`config.mk`:
```
export PLATFORM = sky130hd
export DESIGN_NAME = spi_tx_frame_buffer
export DESIGN_NICKNAME = d
export VERILOG_FILES = /design/src/rtl/spi_tx_frame_buffer.sv
export SDC_FILE = /design/constraint.sdc
export NUM_CORES = 1
export LEC_CHECK = 0
export ABC_AREA = 1
export ABC_CLOCK_PERIOD_IN_PS = 1600
export CORE_MARGIN = 2
export CORE_UTILIZATION = 50
export CTS_CLUSTER_SIZE = 20
export DETAILED_ROUTE_END_ITERATION = 8
export PLACE_DENSITY = 0.74
export SYNTH_ARGS = -nofsm -noshare
export SYNTH_HDL_FRONTEND = slang
export SYNTH_SLANG_ARGS = --single-unit
```
`constraint.sdc`:
```
create_clock -name clk -period 1.6 [get_ports clk]
set_input_delay 0.24 -clock clk [delete_from_list [all_inputs] [get_ports clk]]
set_output_delay 0.24 -clock clk [all_outputs]
set_load 0.1 [all_outputs]
```
`src/rtl/spi_tx_frame_buffer.sv`:
```
// spi_tx_frame_buffer
//
// Staging buffer between the CPU and the SPI shift engine. CPU bytes are
// queued in a synchronous FIFO; a small FSM pops them and assembles 8-bit
// frames (zero-extended) or 16-bit frames (first byte written is the MSB),
// presenting each frame through a valid/ready handshake.
//
// Optional feature: define SPI_TXBUF_OVF_EN to build the sticky overflow flag
// (set on write-while-full, cleared by ovf_clr). Without it, overflow is
// tied to 0 and ovf_clr is ignored.
//
// Ports:
//   clk, rst      system clock, synchronous active-high reset
//   wr_en/wr_data CPU byte write (dropped when full)
//   full/empty    registered FIFO status
//   level         registered FIFO occupancy, 0..DEPTH
//   len16         frame length select, sampled in IDLE (1 = 16-bit)
//   frame_valid   frame_data holds a complete frame
//   frame_ready   SPI engine accepts the frame
//   frame_data    assembled frame
//   overflow      sticky write-while-full flag
//   ovf_clr       clears overflow

module spi_tx_frame_buffer #(
    parameter int unsigned DEPTH = 8,
    parameter int unsigned AW    = 3
) (
    input  logic          clk,
    input  logic          rst,
    input  logic          wr_en,
    input  logic [7:0]    wr_data,
    output logic          full,
    output logic          empty,
    output logic [AW:0]   level,
    input  logic          len16,
    output logic          frame_valid,
    input  logic          frame_ready,
    output logic [15:0]   frame_data,
    output logic          overflow,
    input  logic          ovf_clr
);

    typedef enum logic [1:0] {StIdle, StFetchLo, StPresent} state_e;

    // FIFO storage and bookkeeping
    logic [7:0]    mem [DEPTH];
    logic [AW-1:0] wr_ptr_q;
    logic [AW-1:0] rd_ptr_q;
    logic [AW:0]   level_q;
    logic [AW:0]   level_d;
    logic          full_q;
    logic          empty_q;

    // Frame FSM state
    state_e        state_q;
    logic          len_q;
    logic          frame_valid_q;
    logic [15:0]   frame_data_q;

    logic          wr_acc;
    logic          pop;
    logic [7:0]    pop_data;

    // full is the registered flag, so a write at full is rejected even if
    // the FSM pops on the same edge.
    assign wr_acc   = wr_en & ~full_q;
    assign pop_data = mem[rd_ptr_q];

    // Pop decision mirrors the FSM transitions below; a 16-bit frame waits
    // until both bytes are queued so FETCH_LO can never see an empty FIFO.
    always_comb begin
        pop = 1'b0;
        unique case (state_q)
            StIdle:    pop = len16 ? (level_q > (AW+1)'(1)) : ~empty_q;
            StFetchLo: pop = len_q;
            StPresent: pop = 1'b0;
            default:   pop = 1'b0;
        endcase
    end

    always_comb begin
        level_d = level_q;
        if (wr_acc && !pop) begin
            level_d = level_q + 1'b1;
        end else if (!wr_acc && pop) begin
            level_d = level_q - 1'b1;
        end
    end

    // Storage is not reset; the pointers define which entries are live.
    always_ff @(posedge clk) begin
        if (wr_acc) begin
            mem[wr_ptr_q] <= wr_data;
        end
    end

    always_ff @(posedge clk) begin
        if (rst) begin
            wr_ptr_q <= '0;
            rd_ptr_q <= '0;
            level_q  <= '0;
            full_q   <= 1'b0;
            empty_q  <= 1'b1;
        end else begin
            if (wr_acc) begin
                wr_ptr_q <= wr_ptr_q + 1'b1;
            end
            if (pop) begin
                rd_ptr_q <= rd_ptr_q + 1'b1;
            end
            level_q <= level_d;
            full_q  <= (level_d == (AW+1)'(DEPTH));
            empty_q <= (level_d == '0);
        end
    end

    always_ff @(posedge clk) begin
        if (rst) begin
            state_q       <= StIdle;
            len_q         <= 1'b0;
            frame_valid_q <= 1'b0;
            frame_data_q  <= 16'h0000;
        end else begin
            unique case (state_q)
                StIdle: begin
                    if (!len16 && !empty_q) begin
                        frame_data_q  <= {8'h00, pop_data};
                        len_q         <= 1'b0;
                        frame_valid_q <= 1'b1;
                        state_q       <= StPresent;
                    end else if (len16 && (level_q > (AW+1)'(1))) begin
                        frame_data_q[15:8] <= pop_data;
                        len_q              <= 1'b1;
                        state_q            <= StFetchLo;
                    end
                end
                StFetchLo: begin
                    if (len_q) begin
                        frame_data_q[7:0] <= pop_data;
                    end
                    frame_valid_q <= 1'b1;
                    state_q       <= StPresent;
                end
                StPresent: begin
                    if (frame_ready) begin
                        frame_valid_q <= 1'b0;
                        state_q       <= StIdle;
                    end
                end
                default: begin
                    frame_valid_q <= 1'b0;
                    state_q       <= StIdle;
                end
            endcase
        end
    end

`ifdef SPI_TXBUF_OVF_EN
    logic ovf_q;

    // A new overflow event wins over a simultaneous clear.
    always_ff @(posedge clk) begin
        if (rst) begin
            ovf_q <= 1'b0;
        end else if (wr_en && full_q) begin
            ovf_q <= 1'b1;
        end else if (ovf_clr) begin
            ovf_q <= 1'b0;
        end
    end

    assign overflow = ovf_q;
`else
    logic unused_ovf_clr;

    assign unused_ovf_clr = ovf_clr;
    assign overflow       = 1'b0;
`endif

    assign full        = full_q;
    assign empty       = empty_q;
    assign level       = level_q;
    assign frame_valid = frame_valid_q;
    assign frame_data  = frame_data_q;

endmodule

```
==> run_results.csv <==
group,metric,value,unit
run_status,status,"finished clean",
synth,synth_edf_count,64,
timing,fmax,637,MHz
timing,tightestPinTransition,0.689,ns
synth,synth_top_cell_by_area,"edfxtp_1",
die,rows,32,
synth,synth_top_flop_cell,"edfxtp_1",
die,io_pins,38,
clocking,clock-sinks,99,
clocking,cts_root_buf,"clkbuf_8",
global_route,grt_max_degree,33,
global_route,antenna_found_initial,0,
global_route,grt_pass1_wl,13.0,mm
timing,min_period,1.57,ns
timing,finalClockSkew,0.0101,ns
synth,synthSimpleGateAreaFrac,16.0,%
timing,timing.final.hold_violations,0,
flow_run,drv_cap,0,
die,coreArea,7730,um2
global_route,overflow,0,
routing,dr.pass1.iters,4,
clocking,cts_buffers,9,
synth,ys_types,28,
worst_setup_path,cp.arrival,1.89,ns
clocking,cts.path.max_buffers,2,
final_layout,fin_nets,458,
synth,synthTopCellsByArea,"edfxtp_1 48%, dfxtp_1 18%, nand2_1 6.3%, o21ai_0 5.8%, nor2_1 4.4%",
worst_setup_path,crit-reg2reg-capture,"state_q[1]$_SDFFE_PP0P_",
synth,avgSynthCellArea,10.4,um2
clocking,holdBufCountCts,0,
synth,yosysWarnings,0,
placement,port_buffers,35,
routing,antenna_left,0,
final_layout,design_area,5190,um2
synth,synthTopCellsByCount,"67 x nand2_1, 64 x edfxtp_1, 47 x nor2_1, 46 x o21ai_0, 35 x dfxtp_1",
worst_setup_path,required,1.92,ns
synth,synth_compound_gate_area_share,12.3,%
worst_setup_path,rrSetupSlack,0.03,ns
routing,avgRoutedWirePerCell,15.2,um
routing,dr_total_vias,2909,
routing,drc,0,
worst_setup_path,endpoint,"state_q[1]$_SDFFE_PP0P_",
timing,rsz0062_at_grt,"true",
synth,synth-async-reset-ratio,0,%
worst_setup_path,critPathKind,"flip-flop to flip-flop",
final_layout,drive_gt1_share,25.5,%
min_path,hp-class,"flip-flop to flip-flop",
synth,syn_area,3990,um2
timing,setup_viol,0,
synth,seq_area_frac_synth,65.8,%
timing,slew_headroom,53.7,%
synth,synth_top_area_share,48.2,%
global_route,gr-usage-all-layers,20.1,%
synth,ys_seq_elements,99,
synth,synth_top_family_by_area,"simple AND/OR/NAND/NOR gates",
die,die_h,93.3,um
synth,netlist_instances,382,
die,die_area,8700,um2
final_layout,syn_to_final_growth,30.1,%
clocking,cts_tree,"yes",
worst_setup_path,worstSetupStartpointType,"flip-flop",
placement,placed_area,4900,um2
power,p_per_area,2020,nW/um2
clocking,clk_pin_slew,0.09,ns
die,start_util,51.6,%
placement,globalplace.congestion,0.774,
synth,synthAdderAreaFrac,1.57,%
final_layout,final_core_util,67.1,%
worst_setup_path,startpoint,"empty$_SDFF_PP1_",
synth,synth_most_common_cell,"nand2_1",
timing,period_share,98.2,%
synth,synthMuxAreaShare,0,%
power,p_leak,1.94,nW
worst_setup_path,endpoint_kind,"flip-flop",
worst_setup_path,r2r.worst_path.cells,8,
placement,dp.final_hpwl,5.79,mm
power,ir_drop,0.000709,V
routing,viasPerCell,5.34,
synth,synthXorXnorAreaFrac,0.220,%
synth,syn-num-nets,401,
timing,slew_viol_final,0,
worst_setup_path,reg2reg_from,"empty$_SDFF_PP1_",
final_layout,nFillCells,555,
die,die_width,93.3,um
routing,drt_iter0_markers,307,
global_route,grt_pass1_vias,2754,
clocking,h-tree-depth,3,
worst_setup_path,critPathMaxFanout,3,
routing,drt_wl_total,8.27,mm
clocking,clk_latency,0.37,ns
power,total_power,10.5,mW
final_layout,n_antenna_cell,0,
[critical path, stage by stage (launching register included)]
cell and delay, ns:
dfxtp_2 0.34, inv_1 0.05, nand2_1 0.07, buf_4 0.14
nor3_1 0.53, a21oi_1 0.14, inv_1 0.10, o21ai_0 0.07
inv_1 0.08
[through the flow]
stage	std cells	hold slack (ns)	setup TNS [ns]	setup WS [ns]
floorplan	382	0.339	-0.338	-0.105
global placement	526	0.453	-9.66	-0.173
detailed placement	526	0.455	-12.10	-0.190
CTS	541	0.475	0	0.00542
global route	545	0.510	-0.327	-0.0676
finish	545	0.483	0	0.0290
[what timing repair did]
action	4_1_cts	5_1_grt
gates resized for setup	0	20
setup buffers	0	3
hold endpoints to repair	0	0
setup endpoints to repair	0	25
[per-layer routing]
layer  vias to the layer above  wire length (um)  GRT usage (%)
li1                       1441                 -              -
met1                      1376              3460           25.8
met2                        82              4210           33.2
met3                        10               469           4.35
met4                         0               130           7.97
met5                         -                 0              0
[sequential cells by signal, summed over array words and instances (netlist names), named ones only]
| signal | flops |
|---|---|
| wr_ptr_q | 3 |
| empty | 1 |
| state_q | 2 |
| frame_data | 16 |
| level | 4 |
| len_q | 1 |
| mem | 64 |
| full | 1 |
| frame_valid | 1 |
| rd_ptr_q | 3 |
[area by class of cell]
cell class                 instances  area [um2]  share of cell area (%)
tap                              102         128                    2.46
multi-input combinational        244        1330                    25.6
clock inverter                     6        71.3                    1.38
clock buffer                       9         124                    2.39
timing repair buffer              59         790                    15.2
inverter                          26         109                    2.10
sequential                        99        2640                    50.9
[cells in the final DEF, fill, tap and decap left out, drive strengths merged]
master / n
dfxtp: 35
nand3b: 1
nand2: 73
bufinv: 1
clkdlybuf4s50: 12
xor2: 1
conb: 1
nand4: 3
o22ai: 16
a31oi: 8
nor3: 5
inv: 28
edfxtp: 64
o21ai: 46
clkinv: 2
clkbuf: 9
nand3: 9
ha: 5
clkinvlp: 1
and3: 1
buf: 47
nor2: 53
a21oi: 22
[where the power goes]
part,internal [mW],leakage (nW),switching [mW],total (mW)
Combinational,1.92,0.964,3.46,5.38
Sequential,3.12,0.872,0.363,3.49
Clock,0.734,0.0996,0.869,1.60
[cell families after synthesis]
group / count (synthesis)
buffers and inverters: 40
XOR/XNOR: 1
AO/OA/AOI/OAI: 92
adder cells (fa/ha/maj): 5
AND/OR/NAND/NOR: 144
other: 1
flip-flops: 99
[how the worst min path moves through the flow]
stage,from,cells after the start,to
global route,len_q$_SDFFE_PP0P_,2,len_q$_SDFFE_PP0P_
finish,rd_ptr_q[0]$_SDFFE_PP0P_,1,flip-flop
detailed placement,len_q$_SDFFE_PP0P_,2,len_q$_SDFFE_PP0P_
global placement,len_q$_SDFFE_PP0P_,2,len_q$_SDFFE_PP0P_
floorplan,wr_data[0],0,mem[0][0]$_DFFE_PP_
CTS,len_q$_SDFFE_PP0P_,2,len_q$_SDFFE_PP0P_
Power figures use the tool's default switching activity.
